--- src/rtl/booth_mul_pipe_if.sv ---
// Handshake bundle for booth_mul_pipe: request side (operands, modes, tag)
// and response side (product, tag), each with its own valid/ready pair.
interface booth_mul_pipe_if #(
    parameter int WIDTH = 32,
    parameter int TAG_W = 4
);
    logic               in_valid;
    logic               in_ready;
    logic               a_signed;
    logic               b_signed;
    logic [WIDTH-1:0]   multiplicand;
    logic [WIDTH-1:0]   multiplier;
    logic [TAG_W-1:0]   in_tag;
    logic               out_valid;
    logic               out_ready;
    logic [2*WIDTH-1:0] result;
    logic [TAG_W-1:0]   out_tag;

    modport master (
        output in_valid, a_signed, b_signed, multiplicand, multiplier, in_tag, out_ready,
        input  in_ready, out_valid, result, out_tag
    );

    modport slave (
        input  in_valid, a_signed, b_signed, multiplicand, multiplier, in_tag, out_ready,
        output in_ready, out_valid, result, out_tag
    );
endinterface

--- src/rtl/booth_mul_pipe.sv ---
// Pipelined radix-4 Booth multiplier with whole-pipe valid/ready flow control,
// per-operand signed/unsigned mode and a tag travelling alongside each operation.
module booth_mul_pipe #(
    parameter int WIDTH  = 32,
    parameter int STAGES = 5,
    parameter int TAG_W  = 4
) (
    input logic             clk,
    input logic             rst,
    booth_mul_pipe_if.slave bus
);
    localparam int EW = WIDTH + 2;
    localparam int PW = 2 * WIDTH;
    localparam int ND = EW / 2;

    // Booth digits are spread evenly over the stages; stage s owns digit i
    // when i*STAGES/ND == s, so deep pipelines may have digit-free stages.
    function automatic int digit_stage(input int idx);
        return (idx * STAGES) / ND;
    endfunction

    function automatic logic signed [EW-1:0] extend(input logic [WIDTH-1:0] v, input logic sgn);
        return {{2{sgn & v[WIDTH-1]}}, v};
    endfunction

    // Partial product in one's-complement form; neg flags the +1 correction.
    function automatic logic [PW-1:0] booth_pp(input logic signed [EW-1:0] a,
                                               input logic [2:0] trip,
                                               output logic neg);
        logic [PW-1:0] a_w;
        logic [PW-1:0] mag;
        a_w = {{(PW-EW){a[EW-1]}}, a};
        mag = '0;
        neg = 1'b0;
        case (trip)
            3'b001, 3'b010: mag = a_w;
            3'b011:         mag = a_w << 1;
            3'b100: begin   mag = a_w << 1; neg = 1'b1; end
            3'b101, 3'b110: begin mag = a_w; neg = 1'b1; end
            default:        mag = '0;
        endcase
        return neg ? ~mag : mag;
    endfunction

    logic                 vld_p   [STAGES];
    logic [TAG_W-1:0]     tag_p   [STAGES];
    logic signed [EW-1:0] a_p     [STAGES];
    logic signed [EW-1:0] b_p     [STAGES];
    logic signed [PW-1:0] acc_p   [STAGES];

    logic                 vld_in  [STAGES];
    logic [TAG_W-1:0]     tag_in  [STAGES];
    logic signed [EW-1:0] a_in    [STAGES];
    logic signed [EW-1:0] b_in    [STAGES];
    logic signed [PW-1:0] acc_in  [STAGES];
    logic signed [PW-1:0] acc_nxt [STAGES];

    logic advance;

    assign advance      = !vld_p[STAGES-1] || bus.out_ready;
    assign bus.in_ready = advance;

    // ---- stage inputs: stage 0 takes the extended operands, later stages chain
    always_comb begin
        vld_in[0] = bus.in_valid;
        tag_in[0] = bus.in_tag;
        a_in[0]   = extend(bus.multiplicand, bus.a_signed);
        b_in[0]   = extend(bus.multiplier, bus.b_signed);
        acc_in[0] = '0;
        for (int s = 1; s < STAGES; s++) begin
            vld_in[s] = vld_p[s-1];
            tag_in[s] = tag_p[s-1];
            a_in[s]   = a_p[s-1];
            b_in[s]   = b_p[s-1];
            acc_in[s] = acc_p[s-1];
        end
    end

    // ---- per-stage reduction: accumulate this stage's share of the digits
    always_comb begin
        logic [EW:0]   b_pad;
        logic [PW-1:0] pp;
        logic          neg;
        b_pad = '0;
        pp    = '0;
        neg   = 1'b0;
        for (int s = 0; s < STAGES; s++) begin
            acc_nxt[s] = acc_in[s];
            b_pad      = {b_in[s], 1'b0};
            for (int i = 0; i < ND; i++) begin
                if (digit_stage(i) == s) begin
                    pp         = booth_pp(a_in[s], b_pad[2*i +: 3], neg);
                    acc_nxt[s] = acc_nxt[s] + $signed(pp << (2*i))
                                            + $signed(PW'(neg) << (2*i));
                end
            end
        end
    end

    // ---- stage registers: the whole pipe moves together on advance
    always_ff @(posedge clk or posedge rst) begin
        if (rst) begin
            for (int s = 0; s < STAGES; s++) begin
                vld_p[s] <= 1'b0;
                tag_p[s] <= '0;
                a_p[s]   <= '0;
                b_p[s]   <= '0;
                acc_p[s] <= '0;
            end
        end else if (advance) begin
            for (int s = 0; s < STAGES; s++) begin
                vld_p[s] <= vld_in[s];
                if (vld_in[s]) begin
                    tag_p[s] <= tag_in[s];
                    a_p[s]   <= a_in[s];
                    b_p[s]   <= b_in[s];
                    acc_p[s] <= acc_nxt[s];
                end
            end
        end
    end

    assign bus.out_valid = vld_p[STAGES-1];
    assign bus.result    = acc_p[STAGES-1];
    assign bus.out_tag   = tag_p[STAGES-1];
endmodule
--- src/flat_wrapper.sv ---
// flat-port wrapper written by rule: the top's interface ports become plain ports
module booth_mul_pipe_flat 
#(
    parameter int WIDTH  = 32,
    parameter int STAGES = 5,
    parameter int TAG_W  = 4
)
  (clk, rst, bus_in_valid, bus_a_signed, bus_b_signed, bus_multiplicand, bus_multiplier, bus_in_tag, bus_out_ready, bus_in_ready, bus_out_valid, bus_result, bus_out_tag);
  booth_mul_pipe_if #(.WIDTH(WIDTH), .TAG_W(TAG_W)) bus_i ();
  input logic clk;
  input logic rst;
  input wire logic [$bits(bus_i.in_valid)-1:0] bus_in_valid;
  input wire logic [$bits(bus_i.a_signed)-1:0] bus_a_signed;
  input wire logic [$bits(bus_i.b_signed)-1:0] bus_b_signed;
  input wire logic [$bits(bus_i.multiplicand)-1:0] bus_multiplicand;
  input wire logic [$bits(bus_i.multiplier)-1:0] bus_multiplier;
  input wire logic [$bits(bus_i.in_tag)-1:0] bus_in_tag;
  input wire logic [$bits(bus_i.out_ready)-1:0] bus_out_ready;
  output wire logic [$bits(bus_i.in_ready)-1:0] bus_in_ready;
  output wire logic [$bits(bus_i.out_valid)-1:0] bus_out_valid;
  output wire logic [$bits(bus_i.result)-1:0] bus_result;
  output wire logic [$bits(bus_i.out_tag)-1:0] bus_out_tag;
  assign bus_i.in_valid = bus_in_valid;
  assign bus_i.a_signed = bus_a_signed;
  assign bus_i.b_signed = bus_b_signed;
  assign bus_i.multiplicand = bus_multiplicand;
  assign bus_i.multiplier = bus_multiplier;
  assign bus_i.in_tag = bus_in_tag;
  assign bus_i.out_ready = bus_out_ready;
  assign bus_in_ready = bus_i.in_ready;
  assign bus_out_valid = bus_i.out_valid;
  assign bus_result = bus_i.result;
  assign bus_out_tag = bus_i.out_tag;
  booth_mul_pipe #(.WIDTH(WIDTH), .STAGES(STAGES), .TAG_W(TAG_W)) u_core (.clk(clk), .rst(rst), .bus(bus_i));
endmodule
--- config.mk ---
export PLATFORM = sky130hd
export DESIGN_NAME = booth_mul_pipe_flat
export DESIGN_NICKNAME = d
export VERILOG_FILES = /design/src/rtl/booth_mul_pipe_if.sv /design/src/rtl/booth_mul_pipe.sv /design/src/flat_wrapper.sv
export SDC_FILE = /design/constraint.sdc
export NUM_CORES = 2
export LEC_CHECK = 0
export ABC_AREA = 1
export CORE_MARGIN = 1.5
export CORE_UTILIZATION = 45
export DETAILED_ROUTE_END_ITERATION = 8
export PLACE_DENSITY = 0.59
export SYNTH_ARGS = -nofsm -noshare
export SYNTH_HDL_FRONTEND = slang
export SYNTH_SLANG_ARGS = --single-unit
--- constraint.sdc ---
create_clock -name clk -period 35.3 [get_ports clk]
set_input_delay 10.59 -clock clk [delete_from_list [all_inputs] [get_ports clk]]
set_output_delay 10.59 -clock clk [all_outputs]
set_load 0.05 [all_outputs]
==> results.sh <==
export IMPL_status="complete, no violations"
export IMPL_ctsHoldBuffers=0
export IMPL_synth_cell_types=51
export IMPL_start_util=0.4542
export IMPL_drt_wirelength_per_cell_um=19.71
export IMPL_maxCapViolCount=0
export IMPL_endpoint="bus_in_ready"
export IMPL_setup_viol=0
export IMPL_ioPinCount=144
export IMPL_dieHeight_um=370.5
export IMPL_min_period_over_period=0.6455
export IMPL_skew_ps=60.98
export IMPL_synth_cell_area_sq_um=60770
export IMPL_syn_nets=9354
export IMPL_reg2reg_to="u_core.acc_in[119]$_DFFE_PP0P_"
export IMPL_layout_drive_gt1_share=0.03942
export IMPL_avgSynthCellArea_sq_um=7.242
export IMPL_gp_congestion=0.9559
export IMPL_fin_crit_ps=22790
export IMPL_cts_resized_gates=0
export IMPL_synthSimpleGateAreaFrac=0.2319
export IMPL_grt_overflow_total=0
export IMPL_drc_errors=0
export IMPL_ff2ff_path_depth=23
export IMPL_layout_common_cells="nand2_1 (2470), inv_1 (1417), dfrtp_1 (541)"
export IMPL_worstPathMaxFanout=7
export IMPL_antenna_found_initial=0
export IMPL_rows=134
export IMPL_fmaxAchievable_ghz=0.04388
export IMPL_synth_edf_count=0
export IMPL_required_ps=24710
export IMPL_core_area_sq_um=133800
export IMPL_tightest_slew_ps=1284
export IMPL_grt_pass1_wl_um=314000
export IMPL_cts_max_level=3
export IMPL_routed_wl_um=201400
export IMPL_cts_setup_buffers=0
export IMPL_numPortBuffers=143
export IMPL_die_x_um=370.5
export IMPL_criticalPathCategory="in -> out"
export IMPL_area_growth_pct=8.794
export IMPL_fin_setup_tns_ps=0
export IMPL_synth_area_mux_share=0.0001647
export IMPL_dp_hpwl_um=161800
export IMPL_arrival_ps=12200
export IMPL_synth_compound_area_frac=0.1063
export IMPL_root_buffer="clkbuf_16"
export IMPL_fin_ws_ps=12510
export IMPL_ys_seq_area_frac=0.2228
export IMPL_r2r_slack_ps=28530
export IMPL_crit_path_start_kind="input pin"
export IMPL_viasPerCell=5.312
export IMPL_synth_top_family_by_area="adder cells"
export IMPL_path_clk_slew_ps=70
export IMPL_num_vias=54264
export IMPL_numCtsBuffers=68
export IMPL_final_nets=9363
export IMPL_slew_viol_final=0
export IMPL_insertedDiodeCount=0
export IMPL_hold_viol=0
export IMPL_cp_end_kind="primary output"
export IMPL_dr_pass1_iters=8
export IMPL_cts_tree="built"
export IMPL_fp_dieArea_sq_um=137300
export IMPL_grt_pass1_vias=54073
export IMPL_r2r_start="u_core.b_in[83]$_DFFE_PP0P_"
export IMPL_grtUsageTotal=0.2949
export IMPL_final_seq_area_sq_um=13540
export IMPL_layout_commonest_cell="nand2_1"
export IMPL_cts_buffer_depth=3
export IMPL_synth_xor_area_share=0.09065
export IMPL_synth_main_ff_cell="dfrtp_1"
export IMPL_pre_cts_slack_ps=12520
export IMPL_hold_path_class="reg -> reg"
export IMPL_fillers=13718
export IMPL_postSynth_asyncResetShare=1.000
export IMPL_multi_input_area_sq_um=40590
export IMPL_crit_start="bus_out_ready"
export IMPL_max_slew_margin=0.1431
export IMPL_rsz0062_at_grt="no"
export IMPL_drtIter0Drc=4559
export IMPL_ant_nets=0
export IMPL_grt_max_degree=163
export IMPL_synth_warning_count=0
export IMPL_ys_ff_latch=541
export IMPL_synthAdderAreaFrac=0.2362
export IMPL_synthCells=8391
export IMPL_cts_sinks=541
export IMPL_insertion_delay_ps=680
## worst min path at each step
stage	startpoint	endpoint	slack, ps	cells after the start
CTS	u_core.tag_in[6]$_DFFE_PP0P_	u_core.tag_in[2]$_DFFE_PP0P_	470	2
global route	u_core.bus.result[2]$_DFFE_PP0P_	u_core.bus.result[2]$_DFFE_PP0P_	490	2
floorplan	u_core.vld_in[0]$_DFFE_PP0N_	u_core.bus.out_valid$_DFFE_PP0N_	430	2
detailed placement	u_core.b_in[95]$_DFFE_PP0P_	u_core.b_in[95]$_DFFE_PP0P_	460	2
global placement	u_core.acc_in[134]$_DFFE_PP0P_	u_core.acc_in[134]$_DFFE_PP0P_	450	2
finish	u_core.tag_in[6]$_DFFE_PP0P_	u_core.tag_in[2]$_DFFE_PP0P_	470	2
## worst max-delay path: stages
cell	delay (ps)
clkdlybuf4s50_1	450
nor2_4	290
inv_2	140
clkdlybuf4s50_1	730
## flip-flops by register name, indices dropped and copies added, names as in the netlist
name,count
u_core.bus.out_valid,1
u_core.bus.result,64
u_core.bus.out_tag,4
u_core.b_in,64
u_core.vld_in,4
u_core.tag_in,16
u_core.a_in,132
u_core.acc_in,256
## cell families after synthesis
group / Yosys count
AO/OA/AOI/OAI: 1123
XOR/XNOR: 629
adder cells (fa/ha/maj): 889
buffers and inverters: 1771
flip-flops: 541
multiplexers: 1
AND/OR/NAND/NOR: 3437
## routing by layer
metal / vias up / GRT usage / part of all wire
met5: - / 0 / 0
met1: 25962 / 0.3888 / 0.44
met3: 324 / 0.02980 / 0.049
met4: 0 / 0.1098 / 0.039
met2: 1627 / 0.4995 / 0.48
li1: 26351 / - / -
## through the flow
| step | cell area (sq um) | util | hold slack (ps) | cells |
|---|---|---|---|---|
| detailed placement | 63900 | 0.4776 | 458.4 | 10098 |
| finish | 66110 | 0.4941 | 465.2 | 10215 |
| floorplan | 60770 | - | 431.7 | 8391 |
| CTS | 66110 | 0.4941 | 471.7 | 10215 |
| global route | 66110 | 0.4941 | 490.2 | 10215 |
| global placement | 63900 | 0.4776 | 454.6 | 10098 |
## cell usage after synthesis, types with 31 or more instances
cell type  number  area share
nand2_1      2471        0.15
inv_1        1422       0.088
dfrtp_1       541        0.22
xor2_1        520       0.075
o22ai_1       509       0.052
ha_1          459       0.095
fa_1          430        0.14
nor2_1        365       0.023
nand3_1       332       0.027
o21ai_0       326       0.027
a21oi_1       189       0.016
clkbuf_1      123      0.0076
buf_2         114      0.0094
xnor2_1       109       0.016
clkinv_1       65      0.0040
nand4_1        59      0.0061
nand3b_1       42      0.0052
nand2_2        33      0.0034
o21ai_1        32      0.0026
nor3_1         31      0.0026
## layout make-up
type,count,share of cell area
multi-input cells,6079,0.6140
well taps,1768,0.03346
clock buffers,91,0.02780
repair buffers,202,0.02854
clock inverters,26,0.005640
inverters,1508,0.08581
flip-flops and latches,541,0.2048
Power is left out: the tool's default activity adds up to more than one toggle a clock period on the data nets, which glitch-free logic cannot reach.
